===== src/rtl/pulse_detect_mc.sv =====
// Multi-channel pulse-width detector: per-channel FSM classifies each
// active run as a valid pulse or a width error and counts valid pulses.
module pulse_detect_mc #(
    parameter int CH   = 4,
    parameter int MINW = 1,
    parameter int MAXW = 4,
    parameter int CNTW = 8
) (
    input  logic                 clk,
    input  logic                 rst_n,
    input  logic                 en,
    input  logic                 polarity,
    input  logic                 clr_cnt,
    input  logic [CH-1:0]        data_in,
    output logic [CH-1:0]        pulse_out,
    output logic [CH-1:0]        width_err,
    output logic [CH*CNTW-1:0]   pulse_cnt
);

    localparam int WW = $clog2(MAXW + 2);
    localparam logic [WW-1:0] W_MAX = WW'(MAXW);
    localparam logic [WW-1:0] W_MIN = WW'(MINW);
    localparam logic [WW-1:0] W_ONE = WW'(1);

    typedef enum logic [1:0] {
        IDLE,
        ARMED,
        ACTIVE,
        OVER
    } state_t;

    logic                pol_q;
    logic                smp_vld;
    logic [CH-1:0]       smp_q;
    logic [CH-1:0]       act;
    logic                flush;
    state_t              st_q [CH];
    state_t              st_d [CH];
    logic [WW-1:0]       w_q  [CH];
    logic [WW-1:0]       w_d  [CH];
    logic [CH-1:0]       pls_d;
    logic [CH-1:0]       err_d;
    logic [CNTW-1:0]     cnt_q [CH];

    // smp_vld keeps the reset value of smp_q from posing as an inactive sample
    always_ff @(posedge clk or negedge rst_n) begin
        if (!rst_n) begin
            pol_q   <= 1'b1;
            smp_vld <= 1'b0;
            smp_q   <= '0;
        end else begin
            pol_q   <= polarity;
            smp_vld <= 1'b1;
            smp_q   <= data_in;
        end
    end

    assign act   = pol_q ? smp_q : ~smp_q;
    assign flush = !en || (polarity != pol_q);

    always_comb begin
        for (int i = 0; i < CH; i++) begin
            st_d[i]  = st_q[i];
            w_d[i]   = w_q[i];
            pls_d[i] = 1'b0;
            err_d[i] = 1'b0;
            if (flush) begin
                st_d[i] = IDLE;
                w_d[i]  = '0;
            end else if (smp_vld) begin
                unique case (st_q[i])
                    IDLE: begin
                        if (!act[i]) st_d[i] = ARMED;
                    end
                    ARMED: begin
                        if (act[i]) begin
                            st_d[i] = ACTIVE;
                            w_d[i]  = W_ONE;
                        end
                    end
                    ACTIVE: begin
                        if (act[i]) begin
                            w_d[i] = w_q[i] + 1'b1;
                            if (w_q[i] == W_MAX) st_d[i] = OVER;
                        end else begin
                            st_d[i] = ARMED;
                            w_d[i]  = '0;
                            if (w_q[i] >= W_MIN) pls_d[i] = 1'b1;
                            else                 err_d[i] = 1'b1;
                        end
                    end
                    OVER: begin
                        if (!act[i]) begin
                            st_d[i]  = ARMED;
                            w_d[i]   = '0;
                            err_d[i] = 1'b1;
                        end
                    end
                    default: st_d[i] = IDLE;
                endcase
            end
        end
    end

    always_ff @(posedge clk or negedge rst_n) begin
        if (!rst_n) begin
            pulse_out <= '0;
            width_err <= '0;
            for (int i = 0; i < CH; i++) begin
                st_q[i]  <= IDLE;
                w_q[i]   <= '0;
                cnt_q[i] <= '0;
            end
        end else begin
            pulse_out <= pls_d;
            width_err <= err_d;
            for (int i = 0; i < CH; i++) begin
                st_q[i] <= st_d[i];
                w_q[i]  <= w_d[i];
                if (clr_cnt)
                    cnt_q[i] <= '0;
                else if (pls_d[i] && (cnt_q[i] != '1))
                    cnt_q[i] <= cnt_q[i] + 1'b1;
            end
        end
    end

    always_comb begin
        pulse_cnt = '0;
        for (int i = 0; i < CH; i++)
            pulse_cnt[i*CNTW +: CNTW] = cnt_q[i];
    end

endmodule


===== config.mk =====
export PLATFORM = sky130hd
export DESIGN_NAME = pulse_detect_mc
export DESIGN_NICKNAME = d
export VERILOG_FILES = /design/src/rtl/pulse_detect_mc.sv
export SDC_FILE = /design/constraint.sdc
export NUM_CORES = 1
export LEC_CHECK = 0
export CAP_MARGIN = 20
export CORE_AREA = 2 2 75 131
export CTS_BUF_LIST = sky130_fd_sc_hd__clkbuf_8
export DETAILED_ROUTE_END_ITERATION = 10
export DIE_AREA = 0 0 77 133
export PLACE_DENSITY = 0.71
export SYNTH_ARGS = -nofsm -noshare
export SYNTH_HDL_FRONTEND = slang
export SYNTH_SLANG_ARGS = --single-unit

===== constraint.sdc =====
create_clock -name clk -period 3.97 [get_ports clk]
set_input_delay 0.9925 -clock clk [delete_from_list [all_inputs] [get_ports clk]]
set_output_delay 0.9925 -clock clk [all_outputs]
set_load 0.01 [all_outputs]

Word-level counts from Yosys, hierarchy flattened --
Cells that the tools add are included.
Cells by class: bitwise operators 1, equal/unequal tests 37, $mul 0, $lt $le $gt $ge 4, add/subtract/negate cells 8, multiplexer cells 105, divide/modulo/power cells 0, shift operators 0, reductions and logical operators 31
Operators by type and width (count):
- 2-to-1 mux 8 bit | 8
- 2-to-1 mux 3 bit | 20
- 2-to-1 mux 2 bit | 24
- 2-to-1 mux 1 bit | 40
- one-hot mux 3 bit (3 select lines) | 4
- adder 8 x 1 -> 8 bit, second input constant | 4
- != test 8 bit, second input constant | 4
- AND reduction 4 bit | 8
- != test 3 bit, second input constant | 8
- one-hot mux 2 bit (3 select lines) | 4
- == test 2 bit, second input constant | 8
- != test 4 bit, second input constant | 4
- nonzero test 4 bit | 4
- adder 3 x 1 -> 3 bit, second input constant | 4
- == test 3 bit, second input constant | 4
- greater-or-equal comparator 3 x 1 -> 1 bit, second input constant | 4
- != test 3 x 2 -> 1 bit, second input constant | 4
- nonzero test 2 bit | 5
- == test 2 x 1 -> 1 bit, second input constant | 4
- zero test 2 bit | 4
- one-hot mux 1 bit (2 select lines) | 4
- OR reduction 2 bit | 4
- logical AND 1 bit | 4
- 2-to-1 mux 4 bit | 1
- other kinds (4) | 4
Storage, ports and cells: memories 0, word-level logic and storage cells 203, output and inout bits 40, latch bits 0, register bits after elaboration 66, input port bits 9, memory bits (read-only) 0, bits in writable memories 0

Logic depth before layout (Yosys ltp) --
Gate-level depths: netlist of the first run.
word-level depth 9, mapped depth 9, mapped depth without buffers 8

Worst setup path after synthesis of the first run --
Ideal clock, no wire load.
path kind input -> register, from input polarity, to register cnt_q, in the netlist pulse_cnt[11], arrival 2523 ps, path buffers 1, slack 1368 ps, stages on the path 5, library setup time 78 ps, required time 3892 ps, cell sequence or3b_1 a2111o_1 buf_6 or4_1 a21oi_1
On the way: cells in the longest elaborated chain, start to end 5
Ends and longest elaborated chain:
- start: declaration | RTL line 12 | input logic polarity,
- != test 1 bit | RTL line 59 | assign flush = !en || (polarity != pol_q);
- logical OR 1 bit | RTL line 59
- 2-to-1 mux 1 bit | RTL line 67 | if (flush) begin
- logical AND 1 bit | RTL line 122 | else if (pls_d[i] && (cnt_q[i] != '1))
- nonzero test 2 bit (no source line)
- end signal: indexed assignment | RTL line 123 | cnt_q[i] <= cnt_q[i] + 1'b1;
- end: declaration | RTL line 43 | logic [CNTW-1:0] cnt_q [CH];
No other way between the ends. A chain may end at the register's enable or synchronous reset.

Worst setup path after layout of the first run --
from input polarity, to register cnt_q, in the netlist pulse_cnt[13]
Same word-level chain as after synthesis.

==> results of run 1 <==
per-layer routing:
| metal | vias up | routed length (um) |
|---|---|---|
| li1 | 1485 | - |
| met1 | 1499 | 3300 |
| met2 | 46 | 4190 |
| met3 | 8 | 246 |
| met4 | 0 | 102 |
| met5 | - | 0 |
cells by family (layout without fill, tap and decap cells):
kind of cell             count (synthesis)  in the layout
AO/OA/AOI/OAI                           63             63
XOR/XNOR                                29             29
adder cells (fa/ha/maj)                 31             31
buffers and inverters                   38             95
flip-flops                              66             66
multiplexers                             7              7
other                                    1              1
AND/OR/NAND/NOR                        156            156
area by class of cell:
type                       count  area (um^2)  share of cell area [%]
clock buffer                  10          138                    2.95
clock inverter                 6          138                    2.95
inverter                      26         97.6                    2.09
multi-input combinational    287         1960                    42.1
sequential                    66         1650                    35.5
tap                          122          153                    3.27
timing repair buffer          53          520                    11.2
registers in the layout (all words and copies together) (netlist names):
name / cells
pulse_cnt: 32
width_err: 4
st_q: 8
smp_q: 4
pulse_out: 4
smp_vld: 1
pol_q: 1
w_q: 12
worst register-to-register path, delay by kind of cell (launching register included):
kind                      cells  cell delay (ns)
and+or+nand+nor               3             1.02
AOI/OAI and AO/OA             1             0.19
xor gates and xnor gates      1             0.25
DFF                           1             0.71
cell usage after synthesis (4+ instances only):
cell       n
a211oi_1   6
a21boi_0   4
a21oi_1   12
a31oi_1    6
clkbuf_1   8
dfrtp_1   65
ha_1      31
inv_1     26
mux2i_1    6
nand2_1   37
nand2b_1   5
nand3_1   17
nand4_1    4
nor2_1    39
nor3_1    10
nor3b_1    6
nor4_1     8
nor4b_1    5
o21ai_0    8
o31ai_1    9
or3_1      4
xnor2_1   26
per-stage QoR:
stage,area (um^2),setup slack (ns),power [uW],cells,hold slack [ns]
2_1_floorplan,3780,1.37,839,391,0.498
4_1_cts,4660,1.12,1680,570,0.488
5_1_grt,4660,0.994,1730,570,0.500
6_report,4660,1.08,1650,570,0.506
3_5_place_dp,4390,0.745,896,554,0.542
3_3_place_gp,4370,0.770,889,553,0.522
report_power, final:
group / total (uW) / switching (uW) / leakage (uW) / internal (uW)
combinational: 169 / 101 / 0.000892 / 68.3
clock: 769 / 269 / 0.000137 / 500
sequential: 713 / 22.9 / 0.000901 / 690
path summary, 6_finish.rpt:
path / start / to / slack (ns) / cells past startpoint
worst max-delay path: polarity / pulse_cnt[13] / 1.08 / 6
worst min register to register: w_q[6] / w_q[6] / 0.55 / 2
worst min-delay path: rst_n / pulse_cnt[31] / 0.51 / 1
min in group clk: w_q[6] / w_q[6] / 0.55 / 2
worst max register to register: pol_q / w_q[5] / 1.70 / 5
max in group asynchronous: rst_n / smp_q[0] / 2.71 / 2
layout by cell type (no fill, tap or decap), types with 6 or more instances in the layout:
cell type        Yosys  routed
xnor2_1             26      26
a31oi_1              6       6
o21ai_0              8       8
nor3b_1              6       6
o31ai_1              9       9
inv_1               26      26
nand2_1             37      37
a21oi_1             12      12
nand3_1             17      17
clkbuf_8             0      10
dfrtp_1             65      65
nor2_1              39      39
nor3_1              10      10
nor4_1               8       8
clkdlybuf4s50_1      0      47
a211oi_1             6       6
ha_1                31      31
mux2i_1              6       6
==> out/results.ini, run 1 <==
[sta]
setup_viol = 0
clock_skew_ns = 0.00904
tightestPinTransition_ns = 0.731
fin_setup_tns_ns = 0
period_minus_slack_ns = 2.89
clock.fmax_ghz = 0.346
period_share_pct = 72.9
rsz0062_at_grt = no
drv_slew = 0
finalHoldViolations = 0
slew_headroom_pct = 50.9

[yosys]
yosysTopAreaCell = dfrtp_1
netlist_top_cells_area = dfrtp_1, ha_1, xnor2_1, nor2_1, nand2_1
synth_fa_ha_area_share_pct = 10.3
synth-xor-area-share_pct = 6.72
yosys_warnings = 0
synth_mux_area_share_pct = 1.89
synthFlopType = dfrtp_1
ys_async_sr_fraction_pct = 100
ys_seq_area_share_pct = 43.8
synth_top_cell_area_share_pct = 43.1
ys_seq_elements = 66
synth_top_family_by_area = simple AND/OR/NAND/NOR gates
synth.distinct_cells = 52
synthSimpleGateAreaFrac_pct = 21.4
netlist_area_um2 = 3780
synth_compound_area_share_pct = 11.6
synth_edf_count = 0
syn_inst = 391
synth_nets = 431
syn_area_per_cell_um2 = 9.66

[floorplan]
ios = 49
die_y_um = 133
dieArea_um2 = 10200
die_x_um = 77
core_um2 = 9290
rows = 47
initial_core_util_pct = 40.7

[clock_network]
hold_buffers = 0
clkTransAtPathRegs_ns = 0.08
cts_num_sinks = 66
cts_inserted_buffers = 9
root_buffer = clkbuf_8
cts_tree = built
cts_resized = 0
clk_latency_ns = 0.35
ctsLongestPathBuffers = 2
post_cts_buffers = 0
cts_max_level = 3

[critical_path]
cpPeakStageDelay_ns = 0.57
critPathLaunchType = input port
critPathRequiredTime_ns = 4.18
cp_slowest_cell = a2111o_1
critPathCaptureType = flop
cp_num_buf_inv = 1
path_class = input port to flop
cp_data_arrival_time_ns = 3.10
path_cells = clkdlybuf4s50_1 > or3b_1 > a2111o_1 > nor4_1 > xnor2_1 > nor2_1
cp_top_family = simple AND/OR/NAND/NOR gates
worstPathMaxFanout = 10

[run]
maxCapViolCount = 0

[detailed_routing]
drc = 0
routed_wl_um = 7830
postRouteAntennaNets = 0
drt_pass1_iterations = 7
avgViaCountPerCell = 5.33
avgRoutedWirePerCell_um = 13.7
drt-initial-drc-count = 128
vias = 3038

[power_and_ir_drop]
power.density_nw_per_um2 = 354
p_leak_uw = 0.00193
ir_drop_mv = 0.252

[cells_and_area]
layout-drive-gt1-share_pct = 6.47
fin_util_pct = 50.2
n_antenna_cell = 0
fin_nets = 483
nFillCells = 919
area.growth.synth_to_final_pct = 23.4

[grt]
use_met1_pct = 18.3
grtUsageMet2_pct = 29.5
grt_max_degree = 37
grt-busiest-layer = met2
grt_usage_pct = 16.4
antenna_found_initial = 0
grt_pass1_vias = 3057
grt_pass1_wl_um = 13600
grt-ovfl-total = 0
use_met3_pct = 3.55

[placement]
dpl.hpwl_um = 5740
gp_congestion = 0.893
port_buffers = 48

[hold_path]
hold_class = input port to async pin

[run_status]
outcome = complete, no violations

Note: power is estimated with default switching activity, not from simulation.
==> run 2: changes to the inputs <==
Clock period 3.97 ns to 2.7 ns, I/O delays scaled along.
==> run 2 against run 1 <==
Non-clock buffer count grew 13; hold slack lost 0.18 ns; first-iteration DRC count grew 93%; core utilization grew 0.50 points; clock power grew 20%; clock skew shrank 0.00070 ns; global-route usage grew 0.57 points.
==> out/results.ini, run 2 (synthesis gave the netlist of run 1 again) <==
[clock_network]
post_cts_buffers = 0  ; unchanged
clkTransAtPathRegs_ns = 0.07  ; about the same
root_buffer = clkbuf_8
cts_num_sinks = 66  ; unchanged
cts_inserted_buffers = 9  ; unchanged
clk_latency_ns = 0.35  ; about the same
hold_buffers = 0  ; unchanged
cts_resized = 0  ; unchanged
cts_tree = built
cts_max_level = 3  ; unchanged
ctsLongestPathBuffers = 2  ; unchanged

[placement]
dpl.hpwl_um = 5850  ; +1.9%
placed_area_um2 = 4490  ; +2.3%
port_buffers = 48  ; unchanged
gp_congestion = 0.824  ; -7.7%

[sta]
clock.fmax_ghz = 0.395
drv_slew = 0  ; unchanged
period_share_pct = 93.9
fin_setup_tns_ns = 0  ; unchanged
slew_headroom_pct = 50.6  ; -0.31 points
setup_viol = 0  ; unchanged
tightestPinTransition_ns = 0.736  ; +0.00457 ns
finalHoldViolations = 0  ; unchanged
clock_skew_ns = 0.00834  ; -0.000703 ns
period_minus_slack_ns = 2.53
rsz0062_at_grt = no

[cells_and_area]
final_common_cell = dfrtp_1
finalInstanceArea_um2 = 4710  ; +0.99%
fin_util_pct = 50.7  ; +0.50 points
area.growth.synth_to_final_pct = 24.6
seq_area_um2 = 1650  ; unchanged
nFillCells = 910  ; -0.98%
fin_nets = 496  ; +2.7%
n_antenna_cell = 0  ; unchanged
layout-drive-gt1-share_pct = 8.89  ; +2.4 points
multiInputGateArea_um2 = 1960  ; unchanged
largest_reg_flops = 32  ; unchanged
layout_common_cells = dfrtp_1, clkdlybuf4s50_1, nor2_1, nand2_1, ha_1

[power_and_ir_drop]
power.density_nw_per_um2 = 475  ; +34%
p_leak_uw = 0.00197  ; +1.9%
power_uw = 2240  ; +36%
ir_drop_mv = 0.285  ; +13%

[critical_path]
cpPeakStageDelay_ns = 0.51  ; -0.06 ns
r2r_end = w_q[5]
cp_num_buf_inv = 2  ; +1
path_class = input port to flop
worstPathMaxFanout = 5  ; -5
reg2reg_from = pol_q
cp_data_arrival_time_ns = 2.78  ; -0.32 ns
critPathRequiredTime_ns = 2.95  ; -1.23 ns
reg2regPathDepth = 5  ; unchanged
cp_top_family = compound AO/OA/AOI/OAI gates
critPathLaunchType = input port
path_cells = clkdlybuf4s50_1 > or3b_1 > a2111o_1 > buf_4 > nor3_1 > nor2_1 > a211oi_1
reg2reg_slack_ns = 0.45  ; -1.25 ns
cp_slowest_cell = a2111o_1
critPathCaptureType = flop

[floorplan]
rows = 47  ; unchanged
dieArea_um2 = 10200  ; unchanged
die_y_um = 133  ; unchanged
core_um2 = 9290  ; unchanged
die_x_um = 77  ; unchanged
ios = 49  ; unchanged
initial_core_util_pct = 40.7  ; unchanged

[grt]
grt_pass1_vias = 3215  ; +5.2%
antenna_found_initial = 0  ; unchanged
grt_max_degree = 67  ; +81%
grt_pass1_wl_um = 14200  ; +3.7%
grt-ovfl-total = 0  ; unchanged
grt_usage_pct = 17.0  ; +0.57 points

[detailed_routing]
drc = 0  ; unchanged
avgViaCountPerCell = 5.31  ; -0.36%
drt_pass1_iterations = 4  ; -3
routed_wl_um = 8130  ; +3.8%
drt-initial-drc-count = 247  ; +93%
avgRoutedWirePerCell_um = 14.0  ; +1.5%
vias = 3096  ; +1.9%
postRouteAntennaNets = 0  ; unchanged

[run]
maxCapViolCount = 0  ; unchanged

[run_status]
outcome = complete, no violations

[hold_path]
hold_class = input port to async pin

[run 2: cell types whose count changed in the layout (fill, tap and decap cells not counted)]
cell,before,now
buf_4,4,17
clkinv_2,0,2
buf_12,0,1
clkinv_4,2,0
buf_8,1,0
clkinvlp_4,0,1
bufinv_16,4,2
inv_1,26,27
[run 2: per-layer routing]
metal	track usage, %	up-vias	wire length (um)
li1	-	1500	-
met1	19.0	1522	3380
met2	29.6	58	4290
met3	3.96	16	271
met4	9.03	0	200
met5	0	-	0
[run 2: where the power goes]
part	leakage, uW	internal [uW]	switching (uW)
Combinational	0.000953	111	156
Clock	0.000113	538	383
Sequential	0.000901	1010	33.9
[run 2: cell type report]
type	count	share of cell area (%)
sequential	66	35.1
tap	122	3.24
clock buffer	10	2.92
inverter	26	2.07
timing repair buffer	66	13.2
multi-input combinational	287	41.7
clock inverter	6	1.73
[run 2: worst register-to-register path: stages (launching register included)]
cell and delay (ns):
dfstp_2 0.71, xnor2_1 0.25, nand2b_1 0.19, nand3_1 0.20
or4b_2 0.66, a31oi_1 0.18
[run 2: worst max path at each step]
stage               startpoint       endpoint  slack, ns  cells past startpoint
global route          polarity  pulse_cnt[14]       0.06                      7
CTS                   polarity  pulse_cnt[14]       0.19                      7
finish                polarity  pulse_cnt[14]       0.17                      7
global placement      polarity  pulse_cnt[14]      -0.10                      7
floorplan             polarity  pulse_cnt[11]       0.42                      5
detailed placement    polarity  pulse_cnt[14]      -0.21                      7
[run 2: per-stage QoR]
step	hold WS (ns)	setup WS, ns	std cells
2_1_floorplan	0.379	0.416	391
6_report	0.330	0.166	583
4_1_cts	0.332	0.192	583
3_5_place_dp	0.537	-0.209	567
5_1_grt	0.342	0.0602	583
3_3_place_gp	0.522	-0.103	567
==> run 3: changes to the inputs <==
Settings changed: PLACE_DENSITY 0.71 to not set.
Clock period 2.7 ns to 3.05 ns, I/O delays scaled along.
==> run 3 against run 2 <==
Final area is 2.8% lower; worst setup slack better by 0.28 ns; largest power group unchanged; wire length hardly changed; clock power is 34% lower; sequential share of layout area is 1.0 points higher; hold slack better by 0.073 ns; critical path depth is 2 lower; highest routed layer unchanged.
==> out/results.ini, run 3 (synthesis gave the netlist of run 1 again) <==
[critical_path]
reg2reg_slack_ns = 0.82  ; +0.37 ns
cp_top_family = simple AND/OR/NAND/NOR gates
reg2regPathDepth = 5  ; unchanged
r2r_end = w_q[2]
cpPeakStageDelay_ns = 0.57  ; +0.06 ns
reg2reg_from = pol_q
cp_slowest_cell = a2111o_1
critPathLaunchType = input port
path_cells = clkdlybuf4s50_1 > or3b_1 > a2111o_1 > or4_1 > a21oi_1
path_class = input port to flop
critPathCaptureType = flop
cp_num_buf_inv = 1  ; -1
cp_data_arrival_time_ns = 2.88  ; +0.10 ns
worstPathMaxFanout = 10  ; +5
critPathRequiredTime_ns = 3.33  ; +0.38 ns

[floorplan]
initial_core_util_pct = 40.7  ; unchanged
die_y_um = 133  ; unchanged
ios = 49  ; unchanged
dieArea_um2 = 10200  ; unchanged
rows = 47  ; unchanged
die_x_um = 77  ; unchanged
core_um2 = 9290  ; unchanged

[clock_network]
post_cts_buffers = 0  ; unchanged
clk_latency_ns = 0.35  ; about the same
root_buffer = clkbuf_8
cts_resized = 0  ; unchanged
cts_num_sinks = 66  ; unchanged
cts_max_level = 3  ; unchanged
clkTransAtPathRegs_ns = 0.07  ; about the same
ctsLongestPathBuffers = 2  ; unchanged
cts_tree = built
hold_buffers = 0  ; unchanged
cts_inserted_buffers = 9  ; unchanged

[power_and_ir_drop]
intPower_uw = 1270  ; -24%
clockPowerShare_pct = 34.3  ; -6.9 points
p_sw_share_pct = 27.9  ; +2.3 points
ir_drop_mv = 0.219  ; -23%
power.switching_uw = 490  ; -14%
power.density_nw_per_um2 = 385  ; -19%
seqPwrFrac_pct = 52.8  ; +5.9 points
p_leak_uw = 0.00190  ; -3.3%
power_frac_comb_pct = 12.9  ; +1.0 points

[sta]
period_share_pct = 85.3
setup_viol = 0  ; unchanged
period_minus_slack_ns = 2.60
timing.final.ws_setup_ns = 0.447  ; +0.281 ns
rsz0062_at_grt = no
finalHoldViolations = 0  ; unchanged
clock.fmax_ghz = 0.384
slew_headroom_pct = 51.9  ; +1.4 points
drv_slew = 0  ; unchanged
tightestPinTransition_ns = 0.715  ; -0.0201 ns
clock_skew_ns = 0.0108  ; +0.00249 ns
fin_setup_tns_ns = 0  ; unchanged

[placement]
dpl.cell_count = 558  ; -1.6%
gp_congestion = 0.792  ; -3.9%
dpl.hpwl_um = 5920  ; +1.3%
placed_area_um2 = 4420  ; -1.5%
port_buffers = 48  ; unchanged
dp_slack_ns = 0.0914  ; +0.301 ns

[grt]
grt-ovfl-total = 0  ; unchanged
use_met3_pct = 3.62  ; -0.34 points
grt_pass1_vias = 3103  ; -3.5%
grtUsageMet2_pct = 30.8  ; +1.2 points
grt_usage_pct = 16.9  ; -0.063 points
grt-busiest-layer = met2
grt_max_degree = 44  ; -34%
use_met1_pct = 18.7  ; -0.34 points
antenna_found_initial = 0  ; unchanged
grt_pass1_wl_um = 14000  ; -1.4%

[cells_and_area]
n_antenna_cell = 0  ; unchanged
fin_util_pct = 49.2  ; -1.4 points
finalInstanceArea_um2 = 4570  ; -2.8%
layout-drive-gt1-share_pct = 6.43  ; -2.5 points
fin_cells = 573  ; -1.7%
largest_reg_flops = 32  ; unchanged
final_common_cell = dfrtp_1
fin_nets = 487  ; -1.8%
area.growth.synth_to_final_pct = 21.1
layout_common_cells = dfrtp_1, clkdlybuf4s50_1, nor2_1, nand2_1, ha_1

[detailed_routing]
vias = 3014  ; -2.6%
postRouteAntennaNets = 0  ; unchanged
drt_pass1_iterations = 4  ; unchanged
drt-initial-drc-count = 78  ; -68%
avgRoutedWirePerCell_um = 14.2  ; +1.7%
routed_wl_um = 8130  ; about the same
drc = 0  ; unchanged
avgViaCountPerCell = 5.26  ; -0.95%

[hold_path]
hold_class = input port to async pin

[run]
maxCapViolCount = 0  ; unchanged

[run_status]
outcome = complete, no violations

==> run 3: changes by cell type in the layout (fill, tap and decap cells not counted) <==
cell / change
buf_4: -9
clkbuf_8: -1
bufinv_16: -2
inv_1: +2
==> run 3: layout make-up <==
cell class / instances / area [um^2]
Inverter: 26 / 97.6
Fill cell: 940 / 4720
Sequential cell: 66 / 1650
Multi-Input combinational cell: 287 / 1960
Tap cell: 122 / 153
Clock buffer: 9 / 124
Timing Repair Buffer: 57 / 556
Clock inverter: 6 / 28.8
==> run 3: stage by stage <==
step / hold WS, ns / total power (uW)
2_1_floorplan: 0.467 / 1090
3_3_place_gp: 0.525 / 1170
3_5_place_dp: 0.529 / 1170
4_1_cts: 0.416 / 1790
5_1_grt: 0.445 / 1860
6_report: 0.402 / 1760
==> run 3: power by group through the flow <==
stage	clock (uW)	combinational, uW	sequential, uW
2_1_floorplan	0	157	934
3_3_place_gp	0	227	945
3_5_place_dp	0	229	946
4_1_cts	625	231	929
5_1_grt	661	262	934
6_report	604	226	930
==> run 3: worst max path at each step <==
stage	startpoint	endpoint	slack, ns	depth (start not counted)
final	polarity	pulse_cnt[11]	0.45	5
after global routing	polarity	pulse_cnt[7]	0.31	7
after CTS	polarity	pulse_cnt[11]	0.45	5
after detailed placement	polarity	pulse_cnt[4]	0.09	7
after global placement	polarity	pulse_cnt[11]	0.11	5
after floorplan	polarity	pulse_cnt[11]	0.68	5
==> run 3: worst register-to-register path, delay by kind of cell (launching register included) <==
family          cells  cell delay [ns]
compound gates      1             0.18
simple gates        3             1.03
flops               1             0.70
xor+xnor            1             0.26
==> run 3: layer usage <==
metal	share of wire (%)	vias to the layer above
met4	2.2	0
met3	3.4	17
li1	-	1486
met5	0	-
met2	53	59
met1	41	1452
